[src/rtl/calc_pkg.sv]
// Shared definitions for the keypad calculator core.
//   - key code constants from the scan-code decoder
//   - operator enum and FSM state encodings
//   - calc_maxv(): largest magnitude representable with a given digit count
package calc_pkg;

  localparam logic [3:0] KEY_PLUS  = 4'd10;
  localparam logic [3:0] KEY_MINUS = 4'd11;
  localparam logic [3:0] KEY_MUL   = 4'd12;
  localparam logic [3:0] KEY_CLR   = 4'd13;
  localparam logic [3:0] KEY_ENT   = 4'd14;

  typedef enum logic [1:0] {
    OpAdd,
    OpSub,
    OpMul
  } op_e;

  // FSM state encodings, kept as plain constants for legacy tooling.
  localparam logic [2:0] StSign1 = 3'd0;
  localparam logic [2:0] StOp1   = 3'd1;
  localparam logic [2:0] StOper  = 3'd2;
  localparam logic [2:0] StSign2 = 3'd3;
  localparam logic [2:0] StOp2   = 3'd4;
  localparam logic [2:0] StExec  = 3'd5;
  localparam logic [2:0] StMul   = 3'd6;
  localparam logic [2:0] StDone  = 3'd7;

  // 10^digits - 1
  function automatic int unsigned calc_maxv(int unsigned digits);
    int unsigned v;
    v = 1;
    for (int unsigned i = 0; i < digits; i++) v = v * 10;
    return v - 1;
  endfunction

endpackage

[src/rtl/calc_seq_core_seq_mult.sv]
// Unsigned shift-add multiplier, one multiplier bit per cycle.
// Ports:
//   clk, rst      clock, synchronous active-high reset
//   start         load operands a/b and begin
//   abort         drop any operation in flight (no done)
//   a, b          N-bit unsigned operands
//   prod          2N-bit product, valid while done is high
//   done          single-cycle pulse exactly N cycles after start
module seq_mult #(
  parameter int unsigned N = 10
) (
  input  logic           clk,
  input  logic           rst,
  input  logic           start,
  input  logic           abort,
  input  logic [N-1:0]   a,
  input  logic [N-1:0]   b,
  output logic [2*N-1:0] prod,
  output logic           done
);

  localparam int unsigned CntW = (N > 1) ? $clog2(N) : 1;

  logic [2*N-1:0] acc_q;
  logic [2*N-1:0] mcand_q;
  logic [N-1:0]   mplier_q;
  logic [CntW-1:0] cnt_q;
  logic           run_q;

  // Bit 0 is consumed on the start edge so the remaining N-1 bits finish
  // in time for done to land exactly N cycles after start.
  always_ff @(posedge clk) begin
    if (rst || abort) begin
      acc_q    <= '0;
      mcand_q  <= '0;
      mplier_q <= '0;
      cnt_q    <= '0;
      run_q    <= 1'b0;
    end else if (start) begin
      acc_q    <= b[0] ? (2*N)'(a) : '0;
      mcand_q  <= (2*N)'(a) << 1;
      mplier_q <= b >> 1;
      cnt_q    <= CntW'(N - 1);
      run_q    <= 1'b1;
    end else if (run_q) begin
      if (cnt_q == '0) begin
        run_q <= 1'b0;
      end else begin
        if (mplier_q[0]) acc_q <= acc_q + mcand_q;
        mcand_q  <= mcand_q << 1;
        mplier_q <= mplier_q >> 1;
        cnt_q    <= cnt_q - 1'b1;
      end
    end
  end

  assign done = run_q && (cnt_q == '0);
  assign prod = acc_q;

endmodule

[src/rtl/calc_seq_core.sv]
// Keypad calculator core: assembles two signed decimal operands and an
// operator from a key strobe stream and produces a signed result.
// Ports:
//   clk, rst       clock, synchronous active-high reset
//   key_valid      one-cycle strobe qualifying key_code
//   key_code       0-9 digit, 10 +, 11 -, 12 x, 13 clear, 14 enter
//   result         signed W-bit result, held until next result/clear/rst
//   result_valid   one-cycle pulse when result/err update
//   busy           high while evaluating (EXEC or MUL)
//   err            sticky overflow flag, cleared by clear/rst
module calc_seq_core
  import calc_pkg::*;
#(
  parameter int unsigned DIGITS = 3,
  parameter int unsigned W      = 11
) (
  input  logic         clk,
  input  logic         rst,
  input  logic         key_valid,
  input  logic [3:0]   key_code,
  output logic [W-1:0] result,
  output logic         result_valid,
  output logic         busy,
  output logic         err
);

  localparam int unsigned MaxV = calc_maxv(DIGITS);
  localparam int unsigned CntW = $clog2(DIGITS + 1);
  localparam logic [CntW-1:0]  DigitsC = CntW'(DIGITS);
  localparam logic [W:0]       MaxVS   = (W+1)'(MaxV);
  localparam logic [2*W-3:0]   MaxVP   = (2*W-2)'(MaxV);

  logic [2:0]      state_q, state_d;
  logic            neg1_q, neg1_d, neg2_q, neg2_d;
  logic [W-2:0]    mag1_q, mag1_d, mag2_q, mag2_d;
  logic [CntW-1:0] cnt1_q, cnt1_d, cnt2_q, cnt2_d;
  op_e             op_q, op_d;
  logic [W-1:0]    result_q, result_d;
  logic            rv_q, rv_d;
  logic            err_q, err_d;

  logic            clr, is_digit, is_sign;
  logic [W-2:0]    digit, acc1, acc2;
  logic [W:0]      s1, s2, sum, sum_abs;
  logic [W-1:0]    mul_mag, mul_signed;
  logic            mul_start, mul_done;
  logic [2*W-3:0]  mul_prod;

  assign clr      = key_valid && (key_code == KEY_CLR);
  assign is_digit = key_code <= 4'd9;
  assign is_sign  = (key_code == KEY_PLUS) || (key_code == KEY_MINUS);
  assign digit    = (W-1)'(key_code);
  assign acc1     = (W-1)'({4'b0, mag1_q} * (W+3)'(10) + (W+3)'(key_code));
  assign acc2     = (W-1)'({4'b0, mag2_q} * (W+3)'(10) + (W+3)'(key_code));

  // Add/sub in W+1 bits so the worst case (+/-2*MaxV) cannot wrap.
  assign s1      = neg1_q ? -{2'b00, mag1_q} : {2'b00, mag1_q};
  assign s2      = neg2_q ? -{2'b00, mag2_q} : {2'b00, mag2_q};
  assign sum     = (op_q == OpSub) ? s1 - s2 : s1 + s2;
  assign sum_abs = sum[W] ? -sum : sum;

  // A product of zero negates to zero, so no negative-zero special case.
  assign mul_mag    = mul_prod[W-1:0];
  assign mul_signed = (neg1_q ^ neg2_q) ? -mul_mag : mul_mag;

  assign mul_start = (state_q == StExec) && (op_q == OpMul) && !clr;

  seq_mult #(
    .N(W - 1)
  ) u_seq_mult (
    .clk  (clk),
    .rst  (rst),
    .start(mul_start),
    .abort(clr),
    .a    (mag1_q),
    .b    (mag2_q),
    .prod (mul_prod),
    .done (mul_done)
  );

  always_comb begin
    state_d  = state_q;
    neg1_d   = neg1_q;
    neg2_d   = neg2_q;
    mag1_d   = mag1_q;
    mag2_d   = mag2_q;
    cnt1_d   = cnt1_q;
    cnt2_d   = cnt2_q;
    op_d     = op_q;
    result_d = result_q;
    err_d    = err_q;
    rv_d     = 1'b0;

    if (clr) begin
      state_d  = StSign1;
      neg1_d   = 1'b0;
      neg2_d   = 1'b0;
      mag1_d   = '0;
      mag2_d   = '0;
      cnt1_d   = '0;
      cnt2_d   = '0;
      op_d     = OpAdd;
      result_d = '0;
      err_d    = 1'b0;
    end else begin
      unique case (state_q)
        StSign1: if (key_valid) begin
          if (is_digit) begin
            neg1_d  = 1'b0;
            mag1_d  = digit;
            cnt1_d  = CntW'(1);
            state_d = StOp1;
          end else if (is_sign) begin
            neg1_d  = (key_code == KEY_MINUS);
            state_d = StOp1;
          end
        end
        StOp1: if (key_valid) begin
          if (is_digit) begin
            if (cnt1_q < DigitsC) begin
              mag1_d = acc1;
              cnt1_d = cnt1_q + 1'b1;
            end
          end else if (key_code == KEY_ENT) begin
            state_d = StOper;
          end
        end
        StOper: if (key_valid) begin
          if (key_code == KEY_PLUS) begin
            op_d    = OpAdd;
            state_d = StSign2;
          end else if (key_code == KEY_MINUS) begin
            op_d    = OpSub;
            state_d = StSign2;
          end else if (key_code == KEY_MUL) begin
            op_d    = OpMul;
            state_d = StSign2;
          end
        end
        StSign2: if (key_valid) begin
          if (is_digit) begin
            neg2_d  = 1'b0;
            mag2_d  = digit;
            cnt2_d  = CntW'(1);
            state_d = StOp2;
          end else if (is_sign) begin
            neg2_d  = (key_code == KEY_MINUS);
            state_d = StOp2;
          end
        end
        StOp2: if (key_valid) begin
          if (is_digit) begin
            if (cnt2_q < DigitsC) begin
              mag2_d = acc2;
              cnt2_d = cnt2_q + 1'b1;
            end
          end else if (key_code == KEY_ENT) begin
            state_d = StExec;
          end
        end
        StExec: begin
          if (op_q == OpMul) begin
            state_d = StMul;
          end else begin
            err_d    = sum_abs > MaxVS;
            result_d = (sum_abs > MaxVS) ? '0 : sum[W-1:0];
            rv_d     = 1'b1;
            state_d  = StDone;
          end
        end
        StMul: if (mul_done) begin
          err_d    = mul_prod > MaxVP;
          result_d = (mul_prod > MaxVP) ? '0 : mul_signed;
          rv_d     = 1'b1;
          state_d  = StDone;
        end
        StDone:  ;
        default: state_d = StSign1;
      endcase
    end
  end

  always_ff @(posedge clk) begin
    if (rst) begin
      state_q  <= StSign1;
      neg1_q   <= 1'b0;
      neg2_q   <= 1'b0;
      mag1_q   <= '0;
      mag2_q   <= '0;
      cnt1_q   <= '0;
      cnt2_q   <= '0;
      op_q     <= OpAdd;
      result_q <= '0;
      rv_q     <= 1'b0;
      err_q    <= 1'b0;
    end else begin
      state_q  <= state_d;
      neg1_q   <= neg1_d;
      neg2_q   <= neg2_d;
      mag1_q   <= mag1_d;
      mag2_q   <= mag2_d;
      cnt1_q   <= cnt1_d;
      cnt2_q   <= cnt2_d;
      op_q     <= op_d;
      result_q <= result_d;
      rv_q     <= rv_d;
      err_q    <= err_d;
    end
  end

  assign result       = result_q;
  assign result_valid = rv_q;
  assign err          = err_q;
  assign busy         = (state_q == StExec) || (state_q == StMul);

endmodule

[config.mk]
export PLATFORM = sky130hd
export DESIGN_NAME = calc_seq_core
export DESIGN_NICKNAME = d
export VERILOG_FILES = /design/src/rtl/calc_pkg.sv /design/src/rtl/calc_seq_core_seq_mult.sv /design/src/rtl/calc_seq_core.sv
export SDC_FILE = /design/constraint.sdc
export NUM_CORES = 1
export LEC_CHECK = 0
export CAP_MARGIN = 20
export CORE_MARGIN = 5
export CORE_UTILIZATION = 50
export CTS_BUF_LIST = sky130_fd_sc_hd__clkbuf_8 sky130_fd_sc_hd__clkbuf_16
export DETAILED_ROUTE_END_ITERATION = 7
export GPL_TIMING_DRIVEN = 0
export PLACE_DENSITY = 0.67
export SLEW_MARGIN = 20
export SYNTH_ARGS = -nofsm -noshare
export SYNTH_HDL_FRONTEND = slang
export SYNTH_SLANG_ARGS = --single-unit
[constraint.sdc]
create_clock -name clk -period 11.1 [get_ports clk]
set_input_delay 2.22 -clock clk [delete_from_list [all_inputs] [get_ports clk]]
set_output_delay 2.22 -clock clk [all_outputs]
set_load 0.02 [all_outputs]
==> results.py <==
metrics = {
    "global_route": {
        "grt_usage_pct": 22.3,
        "antenna_found_initial": 0,
        "gr-total-overflow": 0,
        "grt_start_max_net_pins": 18,
        "grt_pass1_wl_mm": 33.1,
        "grt_pass1_vias": 6633,
    },
    "placement": {
        "dpl-instance-area_mm2": 0.00818,
        "gp_congestion": 0.887,
        "place_hpwl_mm": 15.4,
        "port_buffers": 20,
        "pre_cts_slack_ns": 5.87,
    },
    "sta": {
        "slew_violations": 0,
        "setup_viol_count_final": 0,
        "relSlewSlack_pct": 36.0,
        "clock.fmax_mhz": 201,
        "rsz0062_at_grt": "no",
        "tns_ns": 0,
        "worst_slack_ns": 6.13,
        "fin_skew_ns": 0.0144,
        "fin_crit_ns": 4.97,
        "tightest_slew_ns": 0.953,
        "hold_viol": 0,
        "timing.final.crit_share_pct": 44.8,
    },
    "routing": {
        "via_per_inst": 5.79,
        "firstDrtPassIters": 5,
        "drt_iter0_drc": 443,
        "wire_per_inst_um": 16.0,
        "wirelength_mm": 20.2,
        "ant_nets": 0,
        "drc": 0,
        "vias": 7311,
    },
    "clock_tree": {
        "cts.sinks": 97,
        "root_buffer": "clkbuf_16",
        "cts.clk_slew.worst_paths_ns": 0.06,
        "cts_buffers": 9,
        "cts_tree": "built",
        "h-tree-depth": 3,
        "clk-insertion-delay-late_ns": 0.36,
        "cts_resized": 0,
        "cts_setup_buffers": 0,
        "cts_hold_buffers": 0,
        "cts.path.max_buffers": 2,
    },
    "power_and_ir_drop": {
        "power.internal_mw": 0.587,
        "p_sw_mw": 0.250,
        "p_sw_share_pct": 29.8,
        "clkPwrFrac_pct": 37.7,
        "p_leak_nw": 3.40,
        "peakVddDrop_uv": 72.4,
        "power.density_mw_per_mm2": 98.6,
        "power_mw": 0.836,
        "combinationalPowerShare_pct": 19.6,
        "pwr-share-seq_pct": 42.7,
    },
    "synthesis": {
        "ys_async_sr_fraction_pct": 0,
        "syn_inst": 1038,
        "syn_nets": 1117,
        "synth_cell_types": 74,
        "synth-seq-cells": 97,
        "ys.flop_type": "dfxtp_1",
        "ys_warn_count": 0,
        "synth-edff-count": 0,
        "yosysSeqAreaShare_pct": 25.1,
        "syn_area_mm2": 0.00774,
        "syn_avg_cell_area_um2": 7.46,
    },
    "worst_setup_path": {
        "cp.arrival_ns": 5.18,
        "critPathRequiredTime_ns": 11.31,
        "start_kind": "input port",
        "end_kind": "flop",
        "worstRegToRegCells": 20,
        "crit_type": "in2reg",
        "cp_max_fo": 10,
        "ff2ff_setup_slack_ns": 6.17,
        "r2r_end": "result[3]",
        "worstReg2RegStart": "mag2_q[1]",
    },
    "finish": {
        "nets": 1148,
        "fin_util_pct": 55.8,
        "diodes": 0,
        "layout-drive-gt1-share_pct": 4.28,
        "areaGrowthSynthToFinish_pct": 9.54,
        "fin_area_mm2": 0.00848,
    },
    "min_path": {
        "holdPathEnd": "cnt1_q[1]",
        "min_path_type": "reg2reg",
        "worstHoldStart": "cnt1_q[1]",
        "hold_depth": 2,
    },
    "run_status": {
        "status": "finished clean",
    },
    "floorplanning": {
        "dieWidth_um": 134,
        "die-area_mm2": 0.0181,
        "start_util_pct": 50.9,
        "io_pins": 21,
        "core_area_mm2": 0.0152,
        "die_h_um": 134,
        "rows": 45,
    },
    "flow_run": {
        "cap_violations": 0,
    },
}
cell usage after synthesis, drive strengths merged, types with 12 or more instances:
library cell | instances | area share (%)
nand2 | 145 | 7.1
nor3 | 21 | 1.6
ha | 66 | 11
or3 | 14 | 1.2
inv | 39 | 1.9
dfxtp | 97 | 25
xor2 | 27 | 3.1
a22oi | 15 | 1.5
nor2 | 103 | 5.1
xnor2 | 59 | 6.7
nand3 | 33 | 2.1
clkbuf | 47 | 2.3
a21o | 12 | 1.2
nand2b | 13 | 1.1
nor2b | 12 | 0.97
a21oi | 135 | 8.7
o21ai | 45 | 2.9
layer usage:
metal | GRT usage [%] | part of all wire, % | vias to the layer above
met4 | 5.88 | 1.5 | 0
met2 | 36.0 | 46 | 184
met1 | 31.3 | 48 | 3390
met3 | 3.04 | 4.6 | 21
met5 | 0 | 0 | -
li1 | - | - | 3716
cell usage in the layout (no fill, tap or decap), types with 5 or more instances in the layout:
cell and count:
ha_1 66, clkbuf_16 9, o21ai_0 45, nor2b_1 12
nand4_1 5, o22ai_1 5, a21oi_1 135, clkdlybuf4s50_1 20
inv_1 39, nor4_1 8, nand2_1 144, mux2i_1 11
buf_2 6, xnor2_1 59, or3_1 13, o31a_1 6
nand2b_1 13, fa_1 6, nor3b_1 5, nand3_1 33
a211oi_1 8, nor2_1 102, xor2_1 27, a21o_1 12
nor3_1 19, and3_1 5, o211ai_1 6, a31oi_1 9
a22oi_1 15, dfxtp_1 97, clkbuf_1 46
critical path, stage by stage:
cell and delay [ns]:
clkdlybuf4s50_1 0.54, clkbuf_1 0.33, nand2_1 0.12, nor3_1 0.55, or2_2 0.23, clkbuf_1 0.50, clkbuf_1 0.56, nor2_1 0.12
final cells by class:
class | instances | area (um2)
Timing Repair Buffer | 20 | 200
Fill cell | 1503 | 6720
Sequential cell | 97 | 1940
Multi-Input combinational cell | 844 | 5420
Tap cell | 188 | 235
Clock inverter | 5 | 45.0
Inverter | 39 | 146
Buffer | 58 | 238
Clock buffer | 11 | 253
power groups by stage:
stage,clock network [mW],registers (mW),logic (mW)
after floorplan,0,0.362,0.128
after global placement,0,0.365,0.161
after detailed placement,0,0.365,0.162
after CTS,0.321,0.357,0.163
after global routing,0.335,0.357,0.184
final,0.316,0.357,0.164
sequential cells by signal (all words and copies together), names as in the netlist:
register and count:
result_valid 1, cnt1_q 2, u_seq_mult.run_q 1, err 1, neg1_q 1, state_q 3
u_seq_mult.mplier_q 9, result 11, u_seq_mult.prod 20, u_seq_mult.cnt_q 4, mag2_q 10, mag1_q 10
cnt2_q 2, neg2_q 1, op_q 2, u_seq_mult.mcand_q 19
cells by family after synthesis:
| group | after synthesis | synth area share, % |
|---|---|---|
| simple gates | 392 | 23.9 |
| xor+xnor | 86 | 9.73 |
| buf+inv | 97 | 4.96 |
| fa+ha+maj | 72 | 12.2 |
| mux | 14 | 1.86 |
| compound gates | 280 | 22.3 |
| flops | 97 | 25.1 |
per-stage QoR:
stage / hold slack (ns) / std cells
after floorplan: 0.436 / 1038
after global placement: 0.449 / 1246
after CTS: 0.461 / 1262
after detailed placement: 0.452 / 1246
final: 0.456 / 1262
after global routing: 0.473 / 1262
worst max-delay path by stage:
stage / from / endpoint / slack, ns / cells past startpoint
after floorplan: key_code[2] / mag2_q[9] / 6.86 / 11
after global placement: key_code[2] / mag2_q[8] / 5.87 / 8
after detailed placement: key_code[2] / result_valid / 5.87 / 8
after CTS: mag2_q[1] / result[0] / 6.22 / 20
after global routing: mag2_q[1] / result[2] / 5.82 / 20
final: key_code[2] / mag2_q[5] / 6.13 / 8
No activity file was read; power rests on OpenSTA's default activity.
